<file path="config.mk">
export PLATFORM = sky130hd
export DESIGN_NAME = ballot_collector
export DESIGN_NICKNAME = d
export VERILOG_FILES = /design/src/rtl/ballot_collector.sv
export SDC_FILE = /design/constraint.sdc
export NUM_CORES = 1
export LEC_CHECK = 0
export BUFFER_PORTS_ARGS = -buffer_cell sky130_fd_sc_hd__buf_2
export CAP_MARGIN = 0
export CELL_PAD_IN_SITES_DETAIL_PLACEMENT = 2
export CELL_PAD_IN_SITES_GLOBAL_PLACEMENT = 2
export CORE_MARGIN = 5
export CORE_UTILIZATION = 35
export DETAILED_ROUTE_END_ITERATION = 10
export GPL_TIMING_DRIVEN = 0
export PLACE_DENSITY_LB_ADDON = 0.2
export SLEW_MARGIN = 20
export SYNTH_ARGS = -nofsm -noshare
export SYNTH_HDL_FRONTEND = slang
export SYNTH_SLANG_ARGS = --single-unit
</file>
<file path="constraint.sdc">
create_clock -name clk -period 2.9 [get_ports clk]
set_clock_uncertainty 0.1 [all_clocks]
set_input_delay 0.29 -clock clk [delete_from_list [all_inputs] [get_ports clk]]
set_output_delay 0.29 -clock clk [all_outputs]
set_load 0.01 [all_outputs]
</file>
<file path="src/rtl/ballot_collector.sv">
// ballot_collector: opens a four-voter session, collects yes/no pulses, closes on full vote or TIMEOUT.
// Define BALLOT_COLLECTOR_REVOTE_EN to let voters overwrite their vote and close only by timeout.
module ballot_collector #(
  parameter int TIMEOUT = 1000
) (
  input  logic       clk,
  input  logic       rst_n,
  input  logic       start,
  input  logic [3:0] vote_yes,
  input  logic [3:0] vote_no,
  input  logic       ack,
  output logic [3:0] ballot,
  output logic       ballot_valid,
  output logic [3:0] voted,
  output logic       busy,
  output logic       timed_out
);
  typedef enum logic [1:0] {IDLE, OPEN, CLOSED} state_t;
  state_t state;
  logic [15:0] timer;
  logic [3:0] rec;
  logic [3:0] next_ballot;
  logic close_early;
  always_comb begin
`ifdef BALLOT_COLLECTOR_REVOTE_EN
    rec = vote_yes ^ vote_no;
    close_early = 1'b0;
`else
    rec = (vote_yes ^ vote_no) & ~voted;
    close_early = &voted;
`endif
    next_ballot = (ballot & ~rec) | (vote_yes & rec);
  end
  // timer counts sampled OPEN cycles; reaching TIMEOUT means the last sampling edge has passed
  always_ff @(posedge clk or negedge rst_n) begin
    if (!rst_n) begin
      state <= IDLE;
      ballot <= '0;
      voted <= '0;
      ballot_valid <= 1'b0;
      busy <= 1'b0;
      timed_out <= 1'b0;
      timer <= '0;
    end else begin
      case (state)
        IDLE: if (start) begin
          state <= OPEN;
          busy <= 1'b1;
          ballot <= '0;
          voted <= '0;
          timed_out <= 1'b0;
          timer <= '0;
        end
        OPEN: if (close_early || timer == 16'(TIMEOUT)) begin
          state <= CLOSED;
          busy <= 1'b0;
          ballot_valid <= 1'b1;
          timed_out <= ~&voted;
        end else begin
          ballot <= next_ballot;
          voted <= voted | rec;
          timer <= timer + 16'd1;
        end
        CLOSED: if (ack) begin
          state <= IDLE;
          ballot_valid <= 1'b0;
        end
        default: state <= IDLE;
      endcase
    end
  end
endmodule

</file>
======== Word level (Yosys, flattened, before mapping) ========
Index checks and enable logic that the tools add are counted.
word-level totals
  register bits ........................... 29
  input bits .............................. 12
  output and inout bits ................... 11
  logic and storage cells ................. 54
cells by class
  $add $sub $neg .......................... 1
  equal/unequal tests ..................... 7
  mux-type cells .......................... 21
  bitwise gates (word level) .............. 8
  reductions and logical operators ........ 10
operators by type and width
  kind                                             count
  2-to-1 mux 16 bit                                2
  one-hot mux 16 bit (2 select lines)              1
  adder 16 x 1 -> 16 bit, second input constant    1
  == test 16 x 10 -> 1 bit, second input constant  1
  one-hot mux 4 bit (2 select lines)               2
  bitwise AND 4 bit                                3
  2-to-1 mux 4 bit                                 3
  AND reduction 3 bit                              4
  inequality test 2 bit, second input constant     4
  NOT 4 bit                                        2
  bitwise OR 4 bit                                 2
  2-to-1 mux 1 bit                                 6
  2-to-1 mux 2 bit                                 3
  one-hot mux 1 bit (2 select lines)               3
  one-hot mux 2 bit (3 select lines)               1
  AND reduction 4 bit                              1
  nonzero test 2 bit                               2
  XOR 4 bit                                        1
  == test 2 x 1 -> 1 bit, second input constant    1
  == test 2 bit, second input constant             1
  logical NOT 2 bit                                1
  logical NOT 1 bit                                1
  logical OR 1 bit                                 1

======== Depth between registers and ports, before layout ========
Gate-level depths: netlist (run 1).
  depth in word-level cells ............... 7
  mapped depth ............................ 9
  gate-level depth less buffers ........... 7

======== Least setup slack after synthesis (run 1) ========
Ideal clock, no wire load.
  kind .................................... reg2reg
  from .................................... reg timer[13]
  to ...................................... reg timer[5]
  data arrival time ....................... 2.169 ns
  path slack .............................. 0.550 ns
  stages on the path, launching flop included .. 8
  clock period less this slack ............ 2.350 ns
  cell sequence ........................... dfrtp_1 or4_1 or4_1 buf_6 a21oi_4 inv_2 buf_6 a31oi_1
on the way
  longest elaborated chain between the ends .. 4
ends and longest elaborated chain
  element                                 RTL line  source
  start, declared                         20        logic [15:0] timer;
  start signal, assigned                  62        timer <= timer + 16'd1;
  == test 16 x 10 -> 1 bit                54        OPEN: if (close_early || timer == 16'(TIMEOUT)) begin
  logical OR 1 bit                        54
  inequality test 2 bit (no source line)  --
  AND reduction 3 bit (no source line)    --
No other way between the ends.
A chain may end at the register's enable or synchronous reset.

======== Worst setup path in the final report (run 1) ========
  from .................................... reg timer[11]
  to ...................................... reg timer[8]
The elaborated chain is that of the path after synthesis.

==> results by group, run 1 <==
CTS
  – Setup Fix Bufs, Post-CTS: 0
  – CTS Root Cell: clkbuf_8
  – Clock Pin Slew Worst Setup and Hold Paths: roughly 0.06 ns
  – CTS tree: yes
  – H-tree depth: 2
  – CTS Buf Count: 5
  – Max clock buf depth: 2
  – CTS sink count: 29
  – Clk_lat worst skew: just under 0.3 ns

Hold path
  – Hold Startpoint: ack
  – Hold crit path type: input port to flip-flop
  – Hold Path End: state[1]$_DFFE_PN0P_
  – Hold path depth: 2

GRT
  – GRT overflow: 0
  – Antenna violations before repair: 0
  – Largest net degree at the start of global routing: 30
  – Vias in the first global route: 1756
  – Total track usage: between 10% and 20%
  – First-pass GRT wire length: 8983 um

Cells and area
  – Antenna Cells: 0
  – Final Net Count: about 220
  – Commonest non-fill, non-tap cells in the layout: dfrtp_1 (29), buf_2 (22), a21oi_1 (15)
  – Multi-input gate area: about 800 sq um
  – Register area: 725.7 sq um
  – Synth-to-Final Area Change: 17.40%
  – Layout cells sized above 1: 16.34%
  – Final Cell Area: ~1900 sq um
  – Commonest non-fill, non-tap cell in the layout: dfrtp_1
  – Non-filler cells, final: between 200 and 300
  – Fillcell total: 493

Critical path
  – WP data arrival: about 2.9 ns
  – Worst R2R Path Depth: 7
  – Worst setup EP type: flip-flop
  – Worst r2r src: timer[11]$_DFFE_PN0P_
  – Startpoint types: flip-flop
  – R2R Path End: timer[8]$_DFFE_PN0P_
  – Worst EP required: 3.00 ns
  – Crit Path Max Fanout: 10
  – Reg2Reg Setup Slack: 0.15 ns
  – Kind of critical path: flip-flop to flip-flop

Power and ir drop
  – VDD IR max: approximately 0.43 mV
  – Pwr/cell area: 954.2 nW/um^2
  – Static leakage: 0.8058 nW

Floorplanning
  – Initial Util: approximately 36%
  – Core area: approximately 4400 sq um
  – Die H: a little under 80 um
  – Die width: approximately 78 um
  – Ports: 23
  – Die ar.: around 6000 sq um
  – Rows: 24

Timing
  – TNS Setup: 0 ns
  – Max-slew headroom: 27.05%
  – Final Setup Violations: 0
  – RSZ-0062 raised after global routing: no
  – Slew Viols, Final: 0
  – Period utilization: 94.78%
  – Worst-Margin Slew: between 1 and 1.5 ns
  – Fmax: roughly 360 MHz
  – Min cycle time layout: 2.749 ns
  – Final hold violations: 0

Logic synthesis
  – Net Count, Synth: about 190
  – Mapped Avg Cell Area: between 9 and 10 sq um
  – Post-synth EDFFs: 0
  – Most common flop cell mapped by yosys: dfrtp_1
  – Sequential area share after synthesis: 45.45%
  – Post-Synthesis Cells: about 170
  – Synthesized flop and latch total: 29
  – Async set or reset register ratio after synthesis: 100.0%
  – Count of warnings emitted by yosys: 0
  – Post-synth cell types: between 40 and 50
  – Synthesized cell area: roughly 1600 sq um

Drt
  – Vias per std cell: around 6.0
  – Iter 0 DRT Violations: 100
  – Post-DRT Antenna Nets: 0
  – Drt first pass iters: 4
  – Routed vias: approximately 1500
  – Drt total wl: between 5000 and 6000 um
  – DRC: 0
  – Avg WL per Cell: 20.88 um

Placed design
  – GP Congestion: roughly 0.85
  – DP Wirelength: 3723 um
  – Placed Instances: 246
  – Area of placed instances: 1772 sq um
  – Port bufs: 22

Outcome
  – Outcome: completed

Job
  – Total of max-cap violations: 0
-- layer usage --
| layer | vias up | track usage, % | part of all wire, % |
|---|---|---|---|
| met5 | - | 0 | 0 |
| met4 | 0 | 6.701 | 1.5 |
| met3 | 7 | 4.282 | 2.8 |
| met2 | 28 | 32.07 | 51 |
| met1 | 772 | 23.75 | 45 |
| li1 | 711 | - | - |
-- power by group --
group / internal [mW] / total, mW / leakage [nW] / switching [mW]
logic: 0.268 / 0.747 / 0.383 / 0.479
clock network: 0.188 / 0.347 / 0.0443 / 0.159
registers: 0.534 / 0.694 / 0.378 / 0.161
-- Yosys cell counts (all sizes together) (3+ instances only) --
cell / number / area (sq um)
o21a: 3 / 22.52
nor3: 3 / 15.01
xor2: 4 / 35.03
a221o: 3 / 30.03
or4: 4 / 30.03
a22o: 4 / 35.03
a31oi: 10 / 62.56
nor2: 12 / 45.04
buf: 3 / 26.27
a21oi: 16 / 91.34
nor4: 6 / 37.54
nand2: 7 / 26.28
nand4: 7 / 43.79
o21ai: 12 / 60.05
inv: 12 / 45.04
nand3: 9 / 45.04
dfrtp: 29 / 725.7
-- how the worst max path moves through the flow --
stage | startpoint | endpoint | slack, ns | cells past startpoint
finish | timer[11]$_DFFE_PN0P_ | timer[8]$_DFFE_PN0P_ | 0.15 | 7
global route | state[0]$_DFFE_PN0P_ | voted[1]$_DFFE_PN0P_ | 0.01 | 6
CTS | timer[11]$_DFFE_PN0P_ | timer[14]$_DFFE_PN0P_ | 0.08 | 4
detailed placement | timer[13]$_DFFE_PN0P_ | timer[13]$_DFFE_PN0P_ | 0.11 | 4
global placement | timer[13]$_DFFE_PN0P_ | timer[15]$_DFFE_PN0P_ | 0.15 | 4
floorplan | timer[13]$_DFFE_PN0P_ | timer[5]$_DFFE_PN0P_ | 0.55 | 7
-- logic make-up after synthesis --
group                      share of synthesized area [%]
and+or+nand+nor                                    20.61
buffers and inverters                              4.937
AOI/OAI and AO/OA                                  24.61
DFF                                                45.45
adders and majority gates                          1.567
muxes                                             0.6270
xor gates and xnor gates                           2.194
-- what timing repair did --
item,4_1_cts,5_1_grt
endpoints found under the hold margin,29,0
endpoints found under the setup margin,0,4
gates resized for setup,0,1
hold buffers,1,0
-- state kept, by name, summed over array words and instances (netlist names) --
name and flops:
ballot 4, ballot_valid 1, busy 1, state 2, timed_out 1, timer 16, voted 4
-- per-stage QoR --
step,utilization [%],worst slack (ns),power [mW],hold slack [ns]
after floorplan,-,0.5495,1.136,-0.1056
after global placement,40.41,0.1456,1.390,0.2627
after detailed placement,40.41,0.1146,1.449,0.2776
after CTS,42.61,0.07668,1.809,0.07407
after global routing,42.75,0.01331,1.926,0.07986
final,42.75,0.1514,1.789,0.08374
-- critical path: stages, from the launching register on --
cell and delay (ns):
dfrtp_1 0.45, or4_1 0.58, or4_1 0.56, buf_6 0.17, a21oi_4 0.36, inv_2 0.08
buf_6 0.16, a31oi_1 0.20
-- layout make-up --
cell class | count | share of cell area, %
Clock buffer | 7 | 4.606
Tap cell | 52 | 3.471
Timing Repair Buffer | 23 | 6.409
Inverter | 12 | 2.403
Multi-Input combinational cell | 126 | 42.59
Sequential cell | 29 | 38.72
Buffer | 5 | 1.802
Note: power is estimated with default switching activity, not from simulation.
==> run 2: changes to the inputs <==
--- a/config.mk
+++ b/config.mk
@@ -7,10 +7,8 @@
 export LEC_CHECK = 0
 export BUFFER_PORTS_ARGS = -buffer_cell sky130_fd_sc_hd__buf_2
 export CAP_MARGIN = 0
-export CELL_PAD_IN_SITES_DETAIL_PLACEMENT = 2
-export CELL_PAD_IN_SITES_GLOBAL_PLACEMENT = 2
 export CORE_MARGIN = 5
-export CORE_UTILIZATION = 35
+export CORE_UTILIZATION = 50
 export DETAILED_ROUTE_END_ITERATION = 10
 export GPL_TIMING_DRIVEN = 0
 export PLACE_DENSITY_LB_ADDON = 0.2
==> run 2 against run 1 <==
  * Sequential cell count did not move
  * Wire length fell by 22%
  * Core utilization rose by 18 points
  * Final cell count fell by 2.8%
  * Combinational power fell by 5.5%
  * Register-to-register slack improved by 0.04 ns
  * Sequential share of layout area rose by 0.23 points
  * Die area fell by 26%
  * Design area fell by 0.60%
  * Total power fell by 2.4%
  * Sequential power fell by 0.6%
  * Via count fell by 0.13%
==> results by group, run 2 (synthesized netlist as in run 1, its figures left out) <==
Outcome
  – Outcome: completed (unchanged)

CTS
  – Max clock buf depth: 2 (unchanged)
  – Clock Pin Slew Worst Setup and Hold Paths: 0.09 ns (was 0.06 ns)
  – CTS Buf Count: 5 (unchanged)
  – CTS sink count: 29 (unchanged)
  – H-tree depth: 2 (unchanged)
  – CTS Root Cell: clkbuf_4 (was clkbuf_8)
  – Clk_lat worst skew: 0.34 ns (was 0.29 ns)
  – CTS tree: yes (unchanged)
  – Setup Fix Bufs, Post-CTS: 0 (unchanged)

Cells and area
  – Register area: 725.7 sq um (unchanged)
  – Max reg flops: 16 (unchanged)
  – Antenna Cells: 0 (unchanged)
  – Final Net Count: 216 (unchanged)
  – Commonest non-fill, non-tap cells in the layout: dfrtp_1 (29), buf_2 (22), a21oi_1 (15) (unchanged)
  – Multi-input gate area: 798.3 sq um (unchanged)
  – Fillcell total: 284 (was 493)
  – Commonest non-fill, non-tap cell in the layout: dfrtp_1 (unchanged)
  – Synth-to-Final Area Change: 16.69% (was 17.40%)
  – Non-filler cells, final: 247 (was 254)
  – Top flop regs: timer: 16 flops, ballot: 4 flops, voted: 4 flops (unchanged)
  – Layout cells sized above 1: 16.75% (was 16.34%)
  – Top reg by flops: timer (unchanged)

Hold path
  – Hold Startpoint: ack (unchanged)
  – Hold path depth: 2 (unchanged)
  – Hold crit path type: input port to flip-flop (unchanged)

Timing
  – Final hold violations: 0 (unchanged)
  – Fmax: 369.6 MHz (was 363.8 MHz)
  – Min cycle time layout: 2.706 ns (was 2.749 ns)
  – Max-slew headroom: 29.48% (was 27.05%)
  – TNS Setup: 0 ns (unchanged)
  – Slew Viols, Final: 0 (unchanged)
  – RSZ-0062 raised after global routing: no (unchanged)
  – Period utilization: 93.30% (was 94.78%)
  – Worst-Margin Slew: 1.056 ns (was 1.092 ns)
  – Final Setup Violations: 0 (unchanged)

Power and ir drop
  – Static leakage: 0.8070 nW (was 0.8058 nW)
  – Comb pwr share: 40.5% (was 41.8%)
  – VDD IR max: 0.5040 mV (was 0.4256 mV)
  – Clock power share: 20.0% (was 19.4%)
  – Pwr/cell area: 937.1 nW/um^2 (was 954.2 nW/um^2)
  – Switching Share: 42.57% (was 44.68%)
  – Cell internal pwr: 1.003 mW (was 989.4 uW)
  – P_sw: 743.1 uW (was 799.1 uW)
  – Reg power frac: 39.5% (was 38.8%)

Critical path
  – Kind of critical path: flip-flop to flip-flop (unchanged)
  – WP buf/inv: 3 (unchanged)
  – CP Launch Point: timer[11]$_DFFE_PN0P_ (unchanged)
  – Cell Chain, Critical Path: or4_1 -> or4_1 -> buf_6 -> a21oi_4 -> inv_2 -> buf_6 -> a31oi_1 (unchanged)
  – WP data arrival: 2.85 ns (about the same)
  – CP Depth: 7 (unchanged)
  – Max incr delay on CP: 0.57 ns (was 0.58 ns)
  – Worst setup EP type: flip-flop (unchanged)
  – Crit Path Max Fanout: 10 (unchanged)
  – Worst r2r src: timer[11]$_DFFE_PN0P_ (unchanged)
  – Worst EP required: 3.05 ns (was 3.00 ns)
  – Crit-path leading delay family: simple AND/OR/NAND/NOR gates (unchanged)
  – Slowest-stage cell, CP: or4_1 (unchanged)
  – Worst R2R Path Depth: 7 (unchanged)
  – Startpoint types: flip-flop (unchanged)

Drt
  – WL met3: 359 um (was 151 um)
  – Post-DRT Antenna Nets: 0 (unchanged)
  – Met2 WL: 1983 um (was 2697 um)
  – M1 wire length: 1713 um (was 2376 um)
  – Vias per std cell: 6.138 (was 5.976)
  – Drt first pass iters: 4 (unchanged)
  – Avg WL per Cell: 16.67 um (was 20.88 um)
  – Iter 0 DRT Violations: 104 (was 100)
  – Max Used Layer: met4 (unchanged)
  – Routed vias: 1516 (was 1518)
  – Drt total wl: 4118 um (was 5304 um)
  – DRC: 0 (unchanged)

GRT
  – Antenna violations before repair: 0 (unchanged)
  – Vias in the first global route: 1533 (was 1756)
  – Total track usage: 21.50% (was 18.99%)
  – First-pass GRT wire length: 7120 um (was 8983 um)
  – Largest net degree at the start of global routing: 30 (unchanged)
  – GRT overflow: 0 (unchanged)

Floorplanning
  – Ports: 23 (unchanged)
  – Die H: 66.51 um (was 77.54 um)
  – Die ar.: 4423 sq um (was 6012 sq um)
  – Core area: 3053 sq um (was 4384 sq um)
  – Initial Util: 52.30% (was 36.42%)
  – Rows: 20 (was 24)
  – Die width: 66.51 um (was 77.54 um)

Job
  – Total of max-cap violations: 0 (unchanged)

Placed design
  – GP Congestion: 0.8758 (was 0.8528)
  – DP Wirelength: 2893 um (was 3723 um)
  – Placed Instances: 238 (was 246)
  – Port bufs: 22 (unchanged)
==> run 2: cell count changes in the layout (fill, tap and decap cells not counted), sizes merged <==
cell    before  now
bufinv       0    1
==> run 2: layer usage <==
metal | track usage, % | up-vias
met5 | 0 | -
met4 | 8.376 | 0
met3 | 6.239 | 8
met2 | 34.70 | 78
met1 | 26.98 | 713
li1 | - | 717
==> run 2: power groups by stage <==
stage | clock network [mW] | logic [mW] | registers, mW
after floorplan | 0 | 0.455 | 0.681
after CTS | 0.356 | 0.704 | 0.682
after global placement | 0 | 0.672 | 0.682
after global routing | 0.374 | 0.790 | 0.712
after detailed placement | 0 | 0.702 | 0.688
final | 0.349 | 0.706 | 0.690
==> run 2: cell type report <==
| class | instances | share of cell area (%) |
|---|---|---|
| buffer | 5 | 1.813 |
| clock buffer | 7 | 2.955 |
| clock inverter | 1 | 1.612 |
| inverter | 12 | 2.418 |
| multi-input combinational | 126 | 42.85 |
| sequential | 29 | 38.95 |
| tap | 44 | 2.955 |
| timing repair buffer | 23 | 6.447 |
==> run 2: worst paths after layout <==
check	to	slack, ns
min in group asynchronous	timer[6]$_DFFE_PN0P_	0.41
max	timer[7]$_DFFE_PN0P_	0.19
min	state[1]$_DFFE_PN0P_	0.03
min reg2reg	busy$_DFFE_PN0P_	0.44
max reg2reg	timer[7]$_DFFE_PN0P_	0.19
max in group asynchronous	timer[14]$_DFFE_PN0P_	1.87
==> run 2: timing repair <==
action	4_1_cts	5_1_grt
gates resized for setup	0	1
setup endpoints to repair	0	8
endpoints found under the hold margin	29	0
hold buffers	1	0
==> run 2: per-stage QoR <==
| step | power (mW) | utilization [%] | hold slack, ns | worst slack [ns] | cell area [sq um] |
|---|---|---|---|---|---|
| detailed placement | 1.391 | 57.70 | 0.2521 | 0.06075 | 1762 |
| global placement | 1.354 | 57.70 | 0.2438 | 0.1088 | 1762 |
| finish | 1.746 | 61.02 | 0.02740 | 0.1944 | 1863 |
| floorplan | 1.136 | - | -0.1056 | 0.5495 | 1597 |
| CTS | 1.742 | 60.82 | 0.02619 | 0.03347 | 1857 |
| global route | 1.876 | 61.02 | 0.01166 | 0.06408 | 1863 |
==> run 3: changes to the inputs <==
--- a/config.mk
+++ b/config.mk
@@ -11,7 +11,7 @@
 export CORE_UTILIZATION = 50
 export DETAILED_ROUTE_END_ITERATION = 10
 export GPL_TIMING_DRIVEN = 0
-export PLACE_DENSITY_LB_ADDON = 0.2
+export PLACE_DENSITY = 0.82
 export SLEW_MARGIN = 20
 export SYNTH_ARGS = -nofsm -noshare
 export SYNTH_HDL_FRONTEND = slang
==> run 3 against run 2 <==
  * First-iteration DRC count grew 110%
  * Worst hold slack gained 0.0014 ns
  * Register-to-register slack gained 0.06 ns
  * Final cell count is the same
  * Sequential power is essentially flat
  * Via count grew 0.20%
  * Fmax grew 2.2%
  * Critical path depth shrank 3
  * Setup slack gained 0.059 ns
  * Core utilization shrank 0.70 points
  * Critical path type unchanged
==> results by group, run 3 (synthesized netlist as in run 1, its figures left out) <==
Timing
  – Min cycle time layout: 2.647 ns (was 2.706 ns)
  – Final Setup Violations: 0 (unchanged)
  – Worst-Margin Slew: 0.9887 ns (was 1.056 ns)
  – Max-slew headroom: 33.95% (was 29.48%)
  – Fin Hold WS: 0.02885 ns (was 0.02740 ns)
  – Fmax: 377.8 MHz (was 369.6 MHz)
  – TNS Setup: 0 ns (unchanged)
  – RSZ-0062 raised after global routing: no (unchanged)
  – Period utilization: 91.28% (was 93.30%)
  – Final hold violations: 0 (unchanged)
  – Slew Viols, Final: 0 (unchanged)

Floorplanning
  – Die ar.: 4423 sq um (unchanged)
  – Ports: 23 (unchanged)
  – Die H: 66.51 um (unchanged)
  – Initial Util: 52.30% (unchanged)
  – Rows: 20 (unchanged)
  – Core area: 3053 sq um (unchanged)
  – Die width: 66.51 um (unchanged)

Outcome
  – Outcome: completed (unchanged)

CTS
  – CTS tree: yes (unchanged)
  – CTS sink count: 29 (unchanged)
  – Clock Pin Slew Worst Setup and Hold Paths: 0.10 ns (was 0.09 ns)
  – Clk_lat worst skew: 0.35 ns (was 0.34 ns)
  – H-tree depth: 2 (unchanged)
  – CTS Buf Count: 5 (unchanged)
  – CTS Root Cell: clkbuf_4 (unchanged)
  – PostCTS Resize Cnt: 0 (unchanged)
  – Max clock buf depth: 2 (unchanged)
  – Setup Fix Bufs, Post-CTS: 0 (unchanged)

Power and ir drop
  – Clock power share: 17.4% (was 20.0%)
  – Pwr/cell area: 910.2 nW/um^2 (was 937.1 nW/um^2)
  – Reg power frac: 41.1% (was 39.5%)
  – Cell internal pwr: 937.4 uW (was 1.003 mW)
  – VDD IR max: 0.4883 mV (was 0.5040 mV)
  – Switching Share: 44.08% (was 42.57%)
  – Static leakage: 0.8027 nW (was 0.8070 nW)
  – Comb pwr share: 41.5% (was 40.5%)
  – P_sw: 739.0 uW (was 743.1 uW)

GRT
  – Largest net degree at the start of global routing: 30 (unchanged)
  – GRT overflow: 0 (unchanged)
  – Vias in the first global route: 1501 (was 1533)
  – Antenna violations before repair: 0 (unchanged)
  – First-pass GRT wire length: 6768 um (was 7120 um)
  – Total track usage: 20.88% (was 21.50%)

Cells and area
  – Commonest non-fill, non-tap cell in the layout: dfrtp_1 (unchanged)
  – Non-filler cells, final: 247 (unchanged)
  – Top reg by flops: timer (unchanged)
  – Antenna Cells: 0 (unchanged)
  – Max reg flops: 16 (unchanged)
  – Top flop regs: timer: 16 flops, ballot: 4 flops, voted: 4 flops (unchanged)
  – Synth-to-Final Area Change: 15.36% (was 16.69%)
  – Layout Utilization: 60.33% (was 61.02%)
  – Fillcell total: 262 (was 284)
  – Final Cell Area: 1842 sq um (was 1863 sq um)
  – Layout cells sized above 1: 16.75% (unchanged)
  – Final Net Count: 216 (unchanged)
  – Commonest non-fill, non-tap cells in the layout: dfrtp_1 (29), buf_2 (22), a21oi_1 (15) (unchanged)

Placed design
  – DP Wirelength: 2795 um (was 2893 um)
  – Area of placed instances: 1762 sq um (unchanged)
  – GP Congestion: 0.9349 (was 0.8758)
  – Placed Instances: 238 (unchanged)
  – Port bufs: 22 (unchanged)

Critical path
  – CP Launch Point: timer[11]$_DFFE_PN0P_ (unchanged)
  – Worst r2r src: timer[11]$_DFFE_PN0P_ (unchanged)
  – Worst EP required: 3.04 ns (was 3.05 ns)
  – Worst setup EP type: flip-flop (unchanged)
  – Kind of critical path: flip-flop to flip-flop (unchanged)
  – WP data arrival: 2.78 ns (was 2.85 ns)
  – Startpoint types: flip-flop (unchanged)
  – Crit Path Max Fanout: 9 (was 10)

Hold path
  – Hold crit path type: input port to flip-flop (unchanged)
  – Hold Startpoint: ack (unchanged)

Drt
  – Vias per std cell: 6.150 (was 6.138)
  – Avg WL per Cell: 16.42 um (was 16.67 um)
  – DRC: 0 (unchanged)
  – Routed vias: 1519 (was 1516)
  – Drt first pass iters: 4 (unchanged)
  – Iter 0 DRT Violations: 215 (was 104)
  – Drt total wl: 4055 um (was 4118 um)
  – Post-DRT Antenna Nets: 0 (unchanged)

Job
  – Total of max-cap violations: 0 (unchanged)
[run 3: cell type report]
type / count / area [sq um] / share of cell area (%)
multi-input cells: 126 / 792.0 / 43.00
flip-flops and latches: 29 / 725.7 / 39.40
repair buffers: 23 / 120.1 / 6.522
clock buffers: 7 / 65.06 / 3.533
well taps: 44 / 55.05 / 2.989
inverters: 12 / 45.04 / 2.446
plain buffers: 5 / 33.78 / 1.834
clock inverters: 1 / 5.005 / 0.2717
[run 3: path summary, 6_finish.rpt]
| path | end | slack, ns | cells after the start |
|---|---|---|---|
| max reg2reg | timer[13]$_DFFE_PN0P_ | 0.25 | 4 |
| max | timer[13]$_DFFE_PN0P_ | 0.25 | 4 |
| min reg2reg | timer[7]$_DFFE_PN0P_ | 0.43 | 1 |
| max in group asynchronous | voted[2]$_DFFE_PN0P_ | 1.86 | 2 |
| min in group asynchronous | timer[8]$_DFFE_PN0P_ | 0.40 | 2 |
| min | state[1]$_DFFE_PN0P_ | 0.03 | 2 |
[run 3: routing by layer]
layer  track usage, %  part of all wire, %
met1            24.17                   42
met2            35.07                   50
met3            4.553                  5.5
met4            12.44                  2.2
met5                0                    0
[run 3: metrics by stage]
stage / power [mW] / setup slack, ns
2_1_floorplan: 1.136 / 0.5495
3_3_place_gp: 1.345 / 0.2924
3_5_place_dp: 1.386 / 0.2981
4_1_cts: 1.673 / 0.2760
5_1_grt: 1.790 / 0.09257
6_report: 1.676 / 0.2530
[run 3: worst max-delay path: stages, from the launching register on]
cell and delay (ns):
dfrtp_1 0.45, or4_1 0.55, nor4_1 0.67, nor2_1 0.36, a221o_1 0.40
[run 3: repair_timing]
item,4_1_cts,5_1_grt
setup endpoints to repair,0,0
endpoints found under the hold margin,29,0
hold buffers,1,0
[run 3: power groups by stage]
stage / combinational (mW) / sequential [mW] / clock [mW]
after detailed placement: 0.698 / 0.689 / 0
final: 0.696 / 0.689 / 0.292
after floorplan: 0.455 / 0.681 / 0
after CTS: 0.699 / 0.683 / 0.291
after global routing: 0.774 / 0.708 / 0.308
after global placement: 0.668 / 0.677 / 0
